`src/rtl/iex_imem_elastic.sv`:
```
// iex_imem_elastic
// Elastic EX->MEM pipeline register with a one-entry skid buffer.
//
// The main entry drives every *m output directly; the skid entry catches the
// one instruction EX may still push in the cycle MEM stalls.  in_ready is
// taken straight from a state register bit, so there is no combinational
// path from out_ready (or any input) to any output.
//
// Ports
//   clk, reset         rising-edge clock, asynchronous active-high reset
//   flush              synchronous squash of both entries (highest priority)
//   in_valid/in_ready  EX-side handshake (in_ready registered)
//   aluresulte, writedatae, rde, pcplus4e, ctrle   EX payload
//   out_valid/out_ready MEM-side handshake
//   aluresultm, writedatm, rdm, pcplus4m, ctrlm    held payload (0 when invalid)
//   occupancy          number of held entries, 0..2
//
// state | meaning
// ------+----------------------------------------------
// EMPTY | no entry held, main and skid invalid
// ONE   | main valid, skid invalid
// FULL  | main and skid valid, skid younger than main
//
// Encoding: bit0 = main valid, bit1 = skid valid.

module iex_imem_elastic #(
    parameter int XLEN  = 32,
    parameter int REGW  = 5,
    parameter int CTRLW = 4
) (
    input  logic             clk,
    input  logic             reset,
    input  logic             flush,
    input  logic             in_valid,
    output logic             in_ready,
    input  logic [XLEN-1:0]  aluresulte,
    input  logic [XLEN-1:0]  writedatae,
    input  logic [REGW-1:0]  rde,
    input  logic [XLEN-1:0]  pcplus4e,
    input  logic [CTRLW-1:0] ctrle,
    output logic             out_valid,
    input  logic             out_ready,
    output logic [XLEN-1:0]  aluresultm,
    output logic [XLEN-1:0]  writedatm,
    output logic [REGW-1:0]  rdm,
    output logic [XLEN-1:0]  pcplus4m,
    output logic [CTRLW-1:0] ctrlm,
    output logic [1:0]       occupancy
);

    typedef enum logic [1:0] {
        EMPTY = 2'b00,
        ONE   = 2'b01,
        FULL  = 2'b11
    } state_t;

    state_t state_q;
    state_t state_d;

    logic accept;
    logic drain;

    // Datapath steering produced by the next-state logic
    logic main_ld_in;
    logic main_ld_skid;
    logic main_clr;
    logic skid_ld;
    logic skid_clr;

    logic [XLEN-1:0]  main_alu,  skid_alu;
    logic [XLEN-1:0]  main_wd,   skid_wd;
    logic [REGW-1:0]  main_rd,   skid_rd;
    logic [XLEN-1:0]  main_pc,   skid_pc;
    logic [CTRLW-1:0] main_ctrl, skid_ctrl;

    assign accept = in_valid && in_ready;
    assign drain  = out_valid && out_ready;

    // State register
    always_ff @(posedge clk or posedge reset) begin
        if (reset) begin
            state_q <= EMPTY;
        end else begin
            state_q <= state_d;
        end
    end

    // Next-state and datapath steering
    always_comb begin
        state_d      = state_q;
        main_ld_in   = 1'b0;
        main_ld_skid = 1'b0;
        main_clr     = 1'b0;
        skid_ld      = 1'b0;
        skid_clr     = 1'b0;

        if (flush) begin
            // A drain in this cycle has already been seen by MEM; any accept
            // is simply dropped along with everything held.
            state_d  = EMPTY;
            main_clr = 1'b1;
            skid_clr = 1'b1;
        end else begin
            case (state_q)
                EMPTY: begin
                    if (accept) begin
                        main_ld_in = 1'b1;
                        state_d    = ONE;
                    end
                end
                ONE: begin
                    if (accept && drain) begin
                        main_ld_in = 1'b1;
                    end else if (drain) begin
                        main_clr = 1'b1;
                        state_d  = EMPTY;
                    end else if (accept) begin
                        skid_ld = 1'b1;
                        state_d = FULL;
                    end
                end
                FULL: begin
                    if (drain) begin
                        main_ld_skid = 1'b1;
                        skid_clr     = 1'b1;
                        state_d      = ONE;
                    end
                end
                default: begin
                    state_d  = EMPTY;
                    main_clr = 1'b1;
                    skid_clr = 1'b1;
                end
            endcase
        end
    end

    // Outputs decode single register bits only
    always_comb begin
        out_valid = state_q[0];
        in_ready  = ~state_q[1];
        occupancy = {1'b0, state_q[0]} + {1'b0, state_q[1]};
    end

    // Main entry: cleared whenever it goes invalid so no stale control
    // bits are ever presented to MEM.
    always_ff @(posedge clk or posedge reset) begin
        if (reset) begin
            main_alu  <= '0;
            main_wd   <= '0;
            main_rd   <= '0;
            main_pc   <= '0;
            main_ctrl <= '0;
        end else if (main_clr) begin
            main_alu  <= '0;
            main_wd   <= '0;
            main_rd   <= '0;
            main_pc   <= '0;
            main_ctrl <= '0;
        end else if (main_ld_in) begin
            main_alu  <= aluresulte;
            main_wd   <= writedatae;
            main_rd   <= rde;
            main_pc   <= pcplus4e;
            main_ctrl <= ctrle;
        end else if (main_ld_skid) begin
            main_alu  <= skid_alu;
            main_wd   <= skid_wd;
            main_rd   <= skid_rd;
            main_pc   <= skid_pc;
            main_ctrl <= skid_ctrl;
        end
    end

    // Skid entry
    always_ff @(posedge clk or posedge reset) begin
        if (reset) begin
            skid_alu  <= '0;
            skid_wd   <= '0;
            skid_rd   <= '0;
            skid_pc   <= '0;
            skid_ctrl <= '0;
        end else if (skid_clr) begin
            skid_alu  <= '0;
            skid_wd   <= '0;
            skid_rd   <= '0;
            skid_pc   <= '0;
            skid_ctrl <= '0;
        end else if (skid_ld) begin
            skid_alu  <= aluresulte;
            skid_wd   <= writedatae;
            skid_rd   <= rde;
            skid_pc   <= pcplus4e;
            skid_ctrl <= ctrle;
        end
    end

    assign aluresultm = main_alu;
    assign writedatm  = main_wd;
    assign rdm        = main_rd;
    assign pcplus4m   = main_pc;
    assign ctrlm      = main_ctrl;

endmodule

```
`config.mk`:
```
export PLATFORM = sky130hd
export DESIGN_NAME = iex_imem_elastic
export DESIGN_NICKNAME = d
export VERILOG_FILES = /design/src/rtl/iex_imem_elastic.sv
export SDC_FILE = /design/constraint.sdc
export NUM_CORES = 1
export LEC_CHECK = 0
export CAP_MARGIN = 20
export CORE_UTILIZATION = 50
export CTS_CLUSTER_SIZE = 24
export DETAILED_ROUTE_END_ITERATION = 7
export PLACE_DENSITY = 0.78
export SYNTH_ARGS = -nofsm -noshare
export SYNTH_HDL_FRONTEND = slang
export SYNTH_SLANG_ARGS = --single-unit
```
`constraint.sdc`:
```
create_clock -name clk -period 21.6 [get_ports clk]
set_clock_uncertainty 0.05 [all_clocks]
set_input_delay 4.32 -clock clk [delete_from_list [all_inputs] [get_ports clk]]
set_output_delay 4.32 -clock clk [all_outputs]
set_load 0.02 [all_outputs]
```
* Yosys cells after proc, flatten, opt, wreduce, memory -nomap -nowiden *
Cells that the tools add are included.

storage, ports and cells
  register bits after elaboration = 212
  bits of input ports = 110
  output and inout port bits = 109

operators by class
  $add $sub $neg = 1
  equality and inequality tests = 6
  mux-type cells = 48
  bitwise logic cells = 1
  reduce and logical (&&, ||, !) cells = 9

operator list
  operator                                        count
  two-way mux 32 bit                              15
  two-way mux 5 bit                               5
  two-way mux 4 bit                               5
  two-way mux 1 bit                               13
  two-way mux 2 bit                               6
  != test 3 bit (second input constant)           3
  case mux 1 bit (2 select lines)                 3
  case mux 2 bit (3 select lines)                 1
  != test 4 bit (second input constant)           1
  AND reduction 4 bit                             1
  OR reduction 2 bit                              2
  logical AND 1 bit                               3
  nonzero test 3 bit                              1
  adder 1 x 1 -> 2 bit                            1
  == test 2 x 1 -> 1 bit (second input constant)  1
  == test 2 bit (second input constant)           1
  zero test 2 bit                                 1
  nonzero test 2 bit                              1
  NOT 1 bit                                       1

* Logic depth before layout (Yosys ltp) *
  word-level depth = 9
  gate-level depth with buffers = 10
  depth with buffers taken out = 6

* Worst setup path after synthesis *
OpenSTA, ideal clock, no wires.

  kind = input-to-reg
  start = in flush
  end = reg main_ctrl[0] (netlist: ctrlm[0])
  arrival = 5483 ps
  setup slack = 15934 ps
  stages = 7
  path through = buf_4 -> nand2b_1 -> a21oi_1 -> o211ai_1 -> buf_2 -> clkbuf_1 -> o21ai_0

between the ends
  cells in the longest elaborated chain, start to end = 3
  elaborated cells between the ends (all ways) = 6

ends and longest elaborated chain
  item                    RTL line  source
  start: declaration      33        input logic flush,
  two-way mux 1 bit       97        if (flush) begin
  two-way mux 4 bit       160       end else if (main_ld_in) begin
  two-way mux 4 bit       154       end else if (main_clr) begin
  end signal: assignment  165       main_ctrl <= ctrle;
  end signal: assignment  171       main_ctrl <= skid_ctrl;
  end: declaration        74        logic [CTRLW-1:0] main_ctrl, skid_ctrl;

Parallel ways exist; a longest one is shown, timed or not.
A chain may end at the register's enable or synchronous reset.

* Final worst setup path *
  start = in flush
  end = reg main_pc[27] (netlist: pcplus4m[27])

between the ends
  cells in the longest elaborated chain, start to end = 3
  elaborated cells between the ends (all ways) = 6

ends and longest elaborated chain
  item                    RTL line  source
  two-way mux 1 bit       97
  two-way mux 32 bit      160
  two-way mux 32 bit      154
  end signal: assignment  164       main_pc <= pcplus4e;
  end signal: assignment  170       main_pc <= skid_pc;
  end: declaration        73        logic [XLEN-1:0] main_pc, skid_pc;

Parallel ways exist; a longest one is shown, timed or not.

==> impl_results.md <==
* Starting DRT DRC Count at around 430
* Most used DFF post-synth: dfrtp_1
* Final Critical Period at a little under 7 ns
* Max-cap viol count at 0
* PnR Total Power at 1.19 mW
* Reg power frac at 38.9%
* CTS sink count at around 210
* Worst endpoint required time at 21.86 ns
* Logic gate share of total power at between 20% and 30%
* Mux contribution to synthesized area at 12.2%
* WL final at 21400 um
* Top delay family on crit path: buffers and inverters
* Site Rows at 48
* Postcts setup bufs at 0
* Post-DP HPWL at 12700 um
* Netlist Area Pre-Place at approximately 0.009 mm^2
* GR Layer Usage met2 at 37.3%
* Reg clk slew, reported paths at approximately 0.060 ns
* Placement Cell Area at 0.0110 mm^2
* Slew @ Worst Pin at between 1 and 1.5 ns
* CP endpoint kind: flop
* Synth unique cells at 31
* CP max-delay cell: buf_4
* Yosys reg bits at 212
* Commonest non-fill, non-tap cell in the layout: clkdlybuf4s50_1
* Final hold vios at 0
* RSZ-0062 raised after global routing: no
* Register area share after synthesis at 60.5%
* Status: completed
* Adder-cell share of the synthesized area at less than 1%
* Core area at 0.0172 mm^2
* Max Clk Rate at 0.147 GHz
* WP data arrival at around 7.0 ns
* Crit path kind: in2reg
* Detailed Routing Iterations Pass 1 at 5
* H-tree depth at 1
* Worst min path class: reg2reg
* Worst hold path depth at 2
* I/O pin cnt at approximately 220
* Syn nets at 840
* DRC viols at 0
* Vias at between 6000 and 7000
* Ratio of cells with drive above 1 in the final layout at 5.88%
* Wire per inst at 18.4 um
* P_sw at 353 uW
* Non-filler cells, final at about 1200
* CTS tree: yes
* Pwr per Cell Area at 99.8 mW/mm^2
* EDFF count, synth at 0
* Fin nets at 1034
* Gr busiest metal: met2
* Initial Utilization at 51.0%
* TNS Setup at 0 ns
* Syn_area_per_cell at 12.1 um^2
* Cell leakage power at roughly 5 nW
* Area delta synth->final at 35.5%
* Met3 Usage GRT at 5.14%
* GRT Util Overall at between 20% and 30%
* FF-to-FF path depth at 7
* Met1 Usage GRT at 33.9%
* Slew Viols, Final at 0
* Die Height at 134 um
* Post-Synth Simple-Gate Area at 5.78%
* Worst-case clock buffer depth at 3
* Crit start category: input port
* Largest net degree at the start of global routing at 140
* P_int at ~830 uW
* Slowest Stage Delay on Critical Path at about 0.80 ns
* CP dominant cell by count: buf_4
* Vias/cell at around 5.7
* Worst-path maximum fanout at 50
* Initial antenna violation count at 0
* Crit. path cell count at 6
* Design Area, Final at 0.0119 mm^2
* DIE AREA at about 0.018 mm^2
* Most frequent cells in the layout: clkdlybuf4s50_1, dfrtp_1, nand2_1, a22o_1, mux2i_1
* Cts repair resizes at 0
* Buffers & Inverters on Critical Path at 3
* First-pass GRT wire length at 34700 um
* Vias in the first global route at 6803
* Slew margin rel. at between 20% and 30%
* ANT cells at 0
* XOR/XNOR share of the synthesized area at 0.100%
* Num CTS Buffers at 23
* Placed Cells at 1120
* Die extent in x at about 130 um
* Clock root cell: clkbuf_16
* Warnings, synthesis at 0
* CTS Hold Bufs at 0
* CP cell instances: clkdlybuf4s50_1, nor3_2, buf_4, buf_4, mux2i_1, o21ai_0
* Switching Share at between 20 and 30%
* Largest family of logic cells by synthesized area: compound AO/OA/AOI/OAI gates
* Clk_lat worst skew at 0.49 ns
* FFs w/ async S/R, synth at 100%
* Global route overflow at 0
* Post-synthesis compound-gate area fraction at between 10% and 20%
* Setup violators final at 0
* DRT antenna net count at 0
* Cell count after synthesis at 726
* GPL Wtd Cong at 0.786
* Clk pwr share at 36.4%
* Maximum VDD drop at 0.121 mV
* Port buffer count at 218
* Final Cycle Share at 31.4%
-- layer usage --
| metal | part of all wire (%) | up-vias |
|---|---|---|
| met2 | 46 | 224 |
| met1 | 45 | 3333 |
| met4 | 2.5 | 0 |
| met5 | 0 | - |
| li1 | - | 2990 |
| met3 | 7.0 | 42 |
-- registers in the layout, indices dropped and copies added (netlist names), 5 cells and up --
register / flops
writedatm: 32
skid_wd: 32
rdm: 5
skid_rd: 5
skid_alu: 32
pcplus4m: 32
aluresultm: 32
skid_pc: 32
-- Yosys cell counts (2+ instances only) --
cell | instances | area share [%]
nand2_1 | 107 | 4.6
buf_1 | 3 | 0.13
inv_1 | 4 | 0.17
a21oi_1 | 2 | 0.11
buf_2 | 18 | 1.0
ha_1 | 4 | 0.57
buf_4 | 10 | 0.86
mux2i_1 | 106 | 12
clkbuf_2 | 2 | 0.11
dfrtp_1 | 212 | 61
clkbuf_4 | 3 | 0.26
nor2_1 | 3 | 0.13
clkbuf_1 | 23 | 0.99
nand2b_1 | 3 | 0.21
a22o_1 | 106 | 11
o21ai_1 | 12 | 0.69
o21ai_0 | 94 | 5.4
-- power groups by stage --
| stage | Clock (mW) | Sequential (mW) | Combinational [mW] |
|---|---|---|---|
| after global routing | 0.454 | 0.466 | 0.315 |
| after detailed placement | 0 | 0.467 | 0.292 |
| after global placement | 0 | 0.466 | 0.289 |
| after CTS | 0.439 | 0.461 | 0.294 |
| after floorplan | 0 | 0.484 | 0.173 |
| final | 0.431 | 0.461 | 0.293 |
-- worst min-delay path, stage by stage (launching register included) --
cell	delay, ns
dfrtp_1	0.34
nand2_1	0.05
o21ai_0	0.06
-- cells by family (layout without fill, tap and decap cells) --
group	after synthesis	after routing
AOI/OAI and AO/OA	219	219
muxes	107	107
buffers and inverters	63	273
xor gates and xnor gates	1	1
adders and majority gates	4	4
DFF	212	212
and+or+nand+nor	120	120
-- worst paths after layout --
path / slack, ns / startpoint / end
max: 14.82 / flush / pcplus4m[27]
min: 0.42 / pcplus4m[28] / pcplus4m[28]
max reg2reg: 18.38 / state_q[0] / pcplus4m[27]
min reg2reg: 0.42 / pcplus4m[28] / pcplus4m[28]
max in group asynchronous: 15.57 / reset / skid_pc[19]
min in group asynchronous: 4.41 / reset / skid_alu[26]
-- area by class of cell --
class | count | area (um^2)
clock inverters | 9 | 170
multi-input cells | 451 | 3160
inverters | 4 | 22.5
well taps | 225 | 282
clock buffers | 32 | 679
fillers | 1295 | 5310
flip-flops and latches | 212 | 5310
repair buffers | 228 | 2260
-- stage by stage --
step | worst slack (ns) | utilization, % | hold WS [ns]
6_report | 14.82 | 69.1 | 0.424
5_1_grt | 14.60 | 69.1 | 0.450
4_1_cts | 14.82 | 69.1 | 0.432
3_5_place_dp | 14.31 | 64.2 | 0.419
3_3_place_gp | 14.40 | 64.2 | 0.409
2_1_floorplan | 11.44 | - | 0.415
Power figures use the tool's default switching activity.
